**src/rtl/inst_queue_fd.sv**
```systemverilog
// inst_queue_fd: circular FIFO between fetch and decode.
// Holds {adel, pc, inst} packets from fetch. It presents the oldest packet to
// decode and discards every buffered packet when a pipeline flush occurs.
module inst_queue_fd #(
  parameter int DEPTH = 4,
  parameter int PTR_W = 2,
  parameter int CNT_W = 3
) (
  input  logic             clk,
  input  logic             rst,
  input  logic             fs_valid,
  input  logic [31:0]      fs_pc,
  input  logic [31:0]      fs_inst,
  input  logic             fs_adel,
  output logic             fs_allowin,
  input  logic             de_allowin,
  output logic             de_valid,
  output logic [31:0]      pc_de,
  output logic [31:0]      inst_de,
  output logic             adel_de,
  input  logic             flush,
  output logic [CNT_W-1:0] q_count
);

  localparam int ENTRY_W = 65;

  logic [ENTRY_W-1:0] mem_q [DEPTH];
  logic [PTR_W-1:0]   rd_ptr_q, rd_ptr_d;
  logic [PTR_W-1:0]   wr_ptr_q, wr_ptr_d;
  logic [CNT_W-1:0]   cnt_q, cnt_d;
  logic               push, pop;
  logic [ENTRY_W-1:0] head;

  // Handshake qualification. A flush suppresses both sides in the same cycle.
  // The queue is never full with a bypass, so a full queue refuses fetch even while decode pops.
  assign fs_allowin = (cnt_q != CNT_W'(DEPTH));
  assign de_valid   = (cnt_q != '0);
  assign push       = fs_valid & fs_allowin & ~flush;
  assign pop        = de_valid & de_allowin & ~flush;
  assign q_count    = cnt_q;

  // Head presentation: the outputs are forced to zero while the queue is empty,
  // so decode never sees data left over in a drained slot.
  assign head    = mem_q[rd_ptr_q];
  assign adel_de = de_valid ? head[64]    : 1'b0;
  assign pc_de   = de_valid ? head[63:32] : 32'h0;
  assign inst_de = de_valid ? head[31:0]  : 32'h0;

  // Next-state pointers and occupancy. The flush case takes priority over push and pop.
  always_comb begin
    // NOTE: every signal written here gets a default first, so no path can infer a latch.
    rd_ptr_d = rd_ptr_q;
    wr_ptr_d = wr_ptr_q;
    cnt_d    = cnt_q;
    if (flush) begin
      rd_ptr_d = '0;
      wr_ptr_d = '0;
      cnt_d    = '0;
    end else begin
      if (push) wr_ptr_d = wr_ptr_q + 1'b1;
      if (pop)  rd_ptr_d = rd_ptr_q + 1'b1;
      case ({push, pop})
        2'b10:   cnt_d = cnt_q + 1'b1;
        2'b01:   cnt_d = cnt_q - 1'b1;
        default: cnt_d = cnt_q;
      endcase
    end
  end

  // Control state registers, cleared asynchronously.
  always_ff @(posedge clk or posedge rst) begin
    // NOTE: sequential state uses non-blocking assignments, so all registers update together at the edge.
    if (rst) begin
      rd_ptr_q <= '0;
      wr_ptr_q <= '0;
      cnt_q    <= '0;
    end else begin
      rd_ptr_q <= rd_ptr_d;
      wr_ptr_q <= wr_ptr_d;
      cnt_q    <= cnt_d;
    end
  end

  // Entry storage: the tail slot is written on an accepted push.
  always_ff @(posedge clk) begin
    // NOTE: the storage array has no reset. Entries are only observable while cnt_q covers them.
    if (push) mem_q[wr_ptr_q] <= {fs_adel, fs_pc, fs_inst};
  end

  // Consistency check: pointer distance matches occupancy, and occupancy never exceeds DEPTH.
  always_ff @(posedge clk) begin
    if (!rst) begin
      assert (PTR_W'(wr_ptr_q - rd_ptr_q) == cnt_q[PTR_W-1:0])
        else $error("inst_queue_fd pointer/count inconsistency");
      assert (cnt_q <= CNT_W'(DEPTH))
        else $error("inst_queue_fd occupancy above DEPTH");
    end
  end

endmodule

```
**config.mk**
```make
export PLATFORM = sky130hd
export DESIGN_NAME = inst_queue_fd
export DESIGN_NICKNAME = d
export VERILOG_FILES = /design/src/rtl/inst_queue_fd.sv
export SDC_FILE = /design/constraint.sdc
export NUM_CORES = 1
export LEC_CHECK = 0
export ABC_AREA = 0
export CORE_UTILIZATION = 43
export DETAILED_ROUTE_END_ITERATION = 7
export REMOVE_ABC_BUFFERS = 1
export SLEW_MARGIN = 0
export SYNTH_ARGS = -nofsm -noshare
export SYNTH_HDL_FRONTEND = slang
export SYNTH_SLANG_ARGS = --single-unit
```
**constraint.sdc**
```tcl
create_clock -name clk -period 3.16 [get_ports clk]
set_input_delay 0.632 -clock clk [delete_from_list [all_inputs] [get_ports clk]]
set_output_delay 0.632 -clock clk [all_outputs]
set_load 0.01 [all_outputs]
```
==> results_dict.tcl <==
set metrics [dict create \
    wl_um 21170 \
    power_mw 8.795 \
    worst_pin_slew_ns 0.5088 \
    synth_seq_cells 267 \
    place.gp.congestion 0.7239 \
    period_share 0.9805 \
    fin_worst_skew_ns 0.005975 \
    root_buffer "clkbuf_16" \
    gr-total-overflow 0 \
    synth_area_leaders "edfxtp_1 (75%), mux4_2 (14%), and2_1 (4.2%)" \
    synth-simple-area-share 0.05073 \
    grt_pass1_wl_um 31880 \
    crit_type "reg2out" \
    core_um2 23610 \
    dieArea_um2 24830 \
    status "finished clean" \
    hold_slack_ns 0.3457 \
    synth.distinct_cells 33 \
    setup_slack_ns 0.06153 \
    p_per_area_nw_per_um2 649.2 \
    r2r_cells 4 \
    synth_edf_count 260 \
    timing.rr.end "mem_q[0][21]" \
    fmax_mhz 322.7 \
    path_max_fanout 17 \
    fin_crit_ns 3.098 \
    synth.avg_cell_area_um2 21.77 \
    fillerInstances 1806 \
    preCtsSetupSlack_ns 0.3533 \
    cts_tree "yes" \
    ys.flop_type "edfxtp_1" \
    synth_compound_area_frac 0.009738 \
    worst_ep_required_time_ns 2.53 \
    fp.dieW_um 157.6 \
    netlist_instances 478 \
    dieHeight_um 157.6 \
    cts_sinks 267 \
    setup_tns_ns 0 \
    ys_seq_area_frac 0.7670 \
    synthArstFlopShare 0.02622 \
    worstPathCellList "or3_4 -> and2_1 -> clkdlybuf4s50_1" \
    grt_pass1_vias 5634 \
    final_cell_area_um2 13550 \
    drt_iter0_drc 281 \
    cp_slowest_cell "or3_4" \
    cp_num_cells 3 \
    grt_max_degree 38 \
    end_kind "primary output" \
    yosys-top-cells-count "edfxtp_1 (260), and2_1 (70), mux4_2 (65)" \
    h-tree-depth 1 \
    start_kind "flop" \
    clk_latency_ns 0.52 \
    synth-xor-area-share 0.002525 \
    vias 5197 \
    synth_top_family_by_area "multiplexers" \
    finalSetupViolations 0 \
    min-delay-path-class "in2async" \
    start_util 0.4408 \
    row_count 56 \
    place_area_um2 12310 \
    rrSetupSlack_ns 1.00 \
    crit_buf_inv 1 \
    crit_path_max_incr_delay_ns 0.61 \
    numCtsBuffers 28 \
    fin_cells 990 \
    via_per_inst 5.249 \
    synthAdderAreaFrac 0.006732 \
    synth_top_area_cell "edfxtp_1" \
    yosys.area.top_type_share 0.7502 \
    portBuffers 139 \
    fin_util 0.5737 \
    fin_nets 724 \
    final-hold-violation-count 0 \
    arrival_ns 2.47 \
    drc 0 \
    ant_nets 0 \
    io_pins 140 \
    drv_cap 0 \
    ys_warn_count 0 \
    slew_headroom 0.6608 \
    vdd_ir_drop_max_v 0.0004292 \
    cts_hold_buf 0 \
    total_leakage_power_nw 4.619 \
    hpwl_um 12210 \
    final_max_slew_viol_count 0 \
    wl_per_cell_um 21.38 \
    drt-pass1-iter-count 4 \
    syn-cell-area_um2 10410 \
    r2r-start "q_count[2]" \
    syn2layout_area_growth_pct 30.16 \
    synth.most_common_cell "edfxtp_1" \
    dp.cells 928 \
    cts_max_path_buffers 3 \
    critPathTopFamily "simple AND/OR/NAND/NOR gates" \
    drive_gt1_frac 0.2191 \
    antenna_found_initial 0 \
    grt_use_total 0.1744 \
    clk_pin_slew_worst_paths_ns 0.06 \
    muxShareOfSynthArea 0.1417 \
    antenna_cells 0 \
]
-- where the power goes --
group | total [mW] | switching, mW | internal, mW
Clock | 3.59 | 1.28 | 2.31
Combinational | 1.17 | 0.511 | 0.657
Sequential | 4.04 | 0.0416 | 4.00
-- routing by layer --
layer,wire (um),part of all wire,track usage
met4,308,0.015,0.03976
met2,10530,0.50,0.2962
met5,0,0,0
met1,9261,0.44,0.2393
met3,1062,0.050,0.02573
-- layout make-up --
class | instances | area (um2) | share of cell area
timing repair buffer | 167 | 1857 | 0.1371
multi-input combinational | 177 | 2233 | 0.1649
clock buffer | 31 | 733.2 | 0.05412
clock inverter | 21 | 301.5 | 0.02226
sequential | 267 | 7993 | 0.5900
tap | 319 | 399.1 | 0.02946
inverter | 8 | 30.03 | 0.002217
-- logic make-up after synthesis --
| family | count (synthesis) |
|---|---|
| adder cells (fa/ha/maj) | 5 |
| XOR/XNOR | 3 |
| buffers and inverters | 36 |
| AND/OR/NAND/NOR | 86 |
| multiplexers | 66 |
| AO/OA/AOI/OAI | 15 |
| flip-flops | 267 |
-- worst max path at each step --
stage | startpoint | endpoint | slack (ns)
after floorplan | rd_ptr_q[0] | adel_de | -0.94
after global placement | rd_ptr_q[0] | pc_de[1] | 0.35
after detailed placement | rd_ptr_q[0] | pc_de[1] | 0.35
after CTS | q_count[2] | adel_de | -0.002
after global routing | q_count[2] | inst_de[7] | -0.002
final | q_count[2] | adel_de | 0.06
-- cell usage in the layout, fill, tap and decap left out, types with 4 or more instances in the layout --
master	Yosys	final
clkinv_1	0	9
inv_1	8	8
mux4_2	65	65
buf_4	1	10
nand3_1	4	4
edfxtp_1	260	260
dlygate4sd2_1	0	10
clkbuf_16	0	29
clkdlybuf4s50_1	0	114
and2_4	0	4
bufinv_16	0	8
a21oi_1	4	4
dlymetal6s2s_1	0	15
and2_1	70	66
ha_1	4	4
buf_12	4	10
buf_6	1	4
-- flip-flops by register name, summed over array words and instances, names as in the netlist --
signal	count
q_count	3
mem_q	260
rd_ptr_q	2
wr_ptr_q	2
-- timing repair --
item / CTS / global route
resized for setup: 15 / 20
gates cloned: 3 / 1
buffers inserted: 4 / 2
setup endpoints to repair: 65 / 33
pin swaps: 1 / 1
Power figures use the tool's default switching activity.
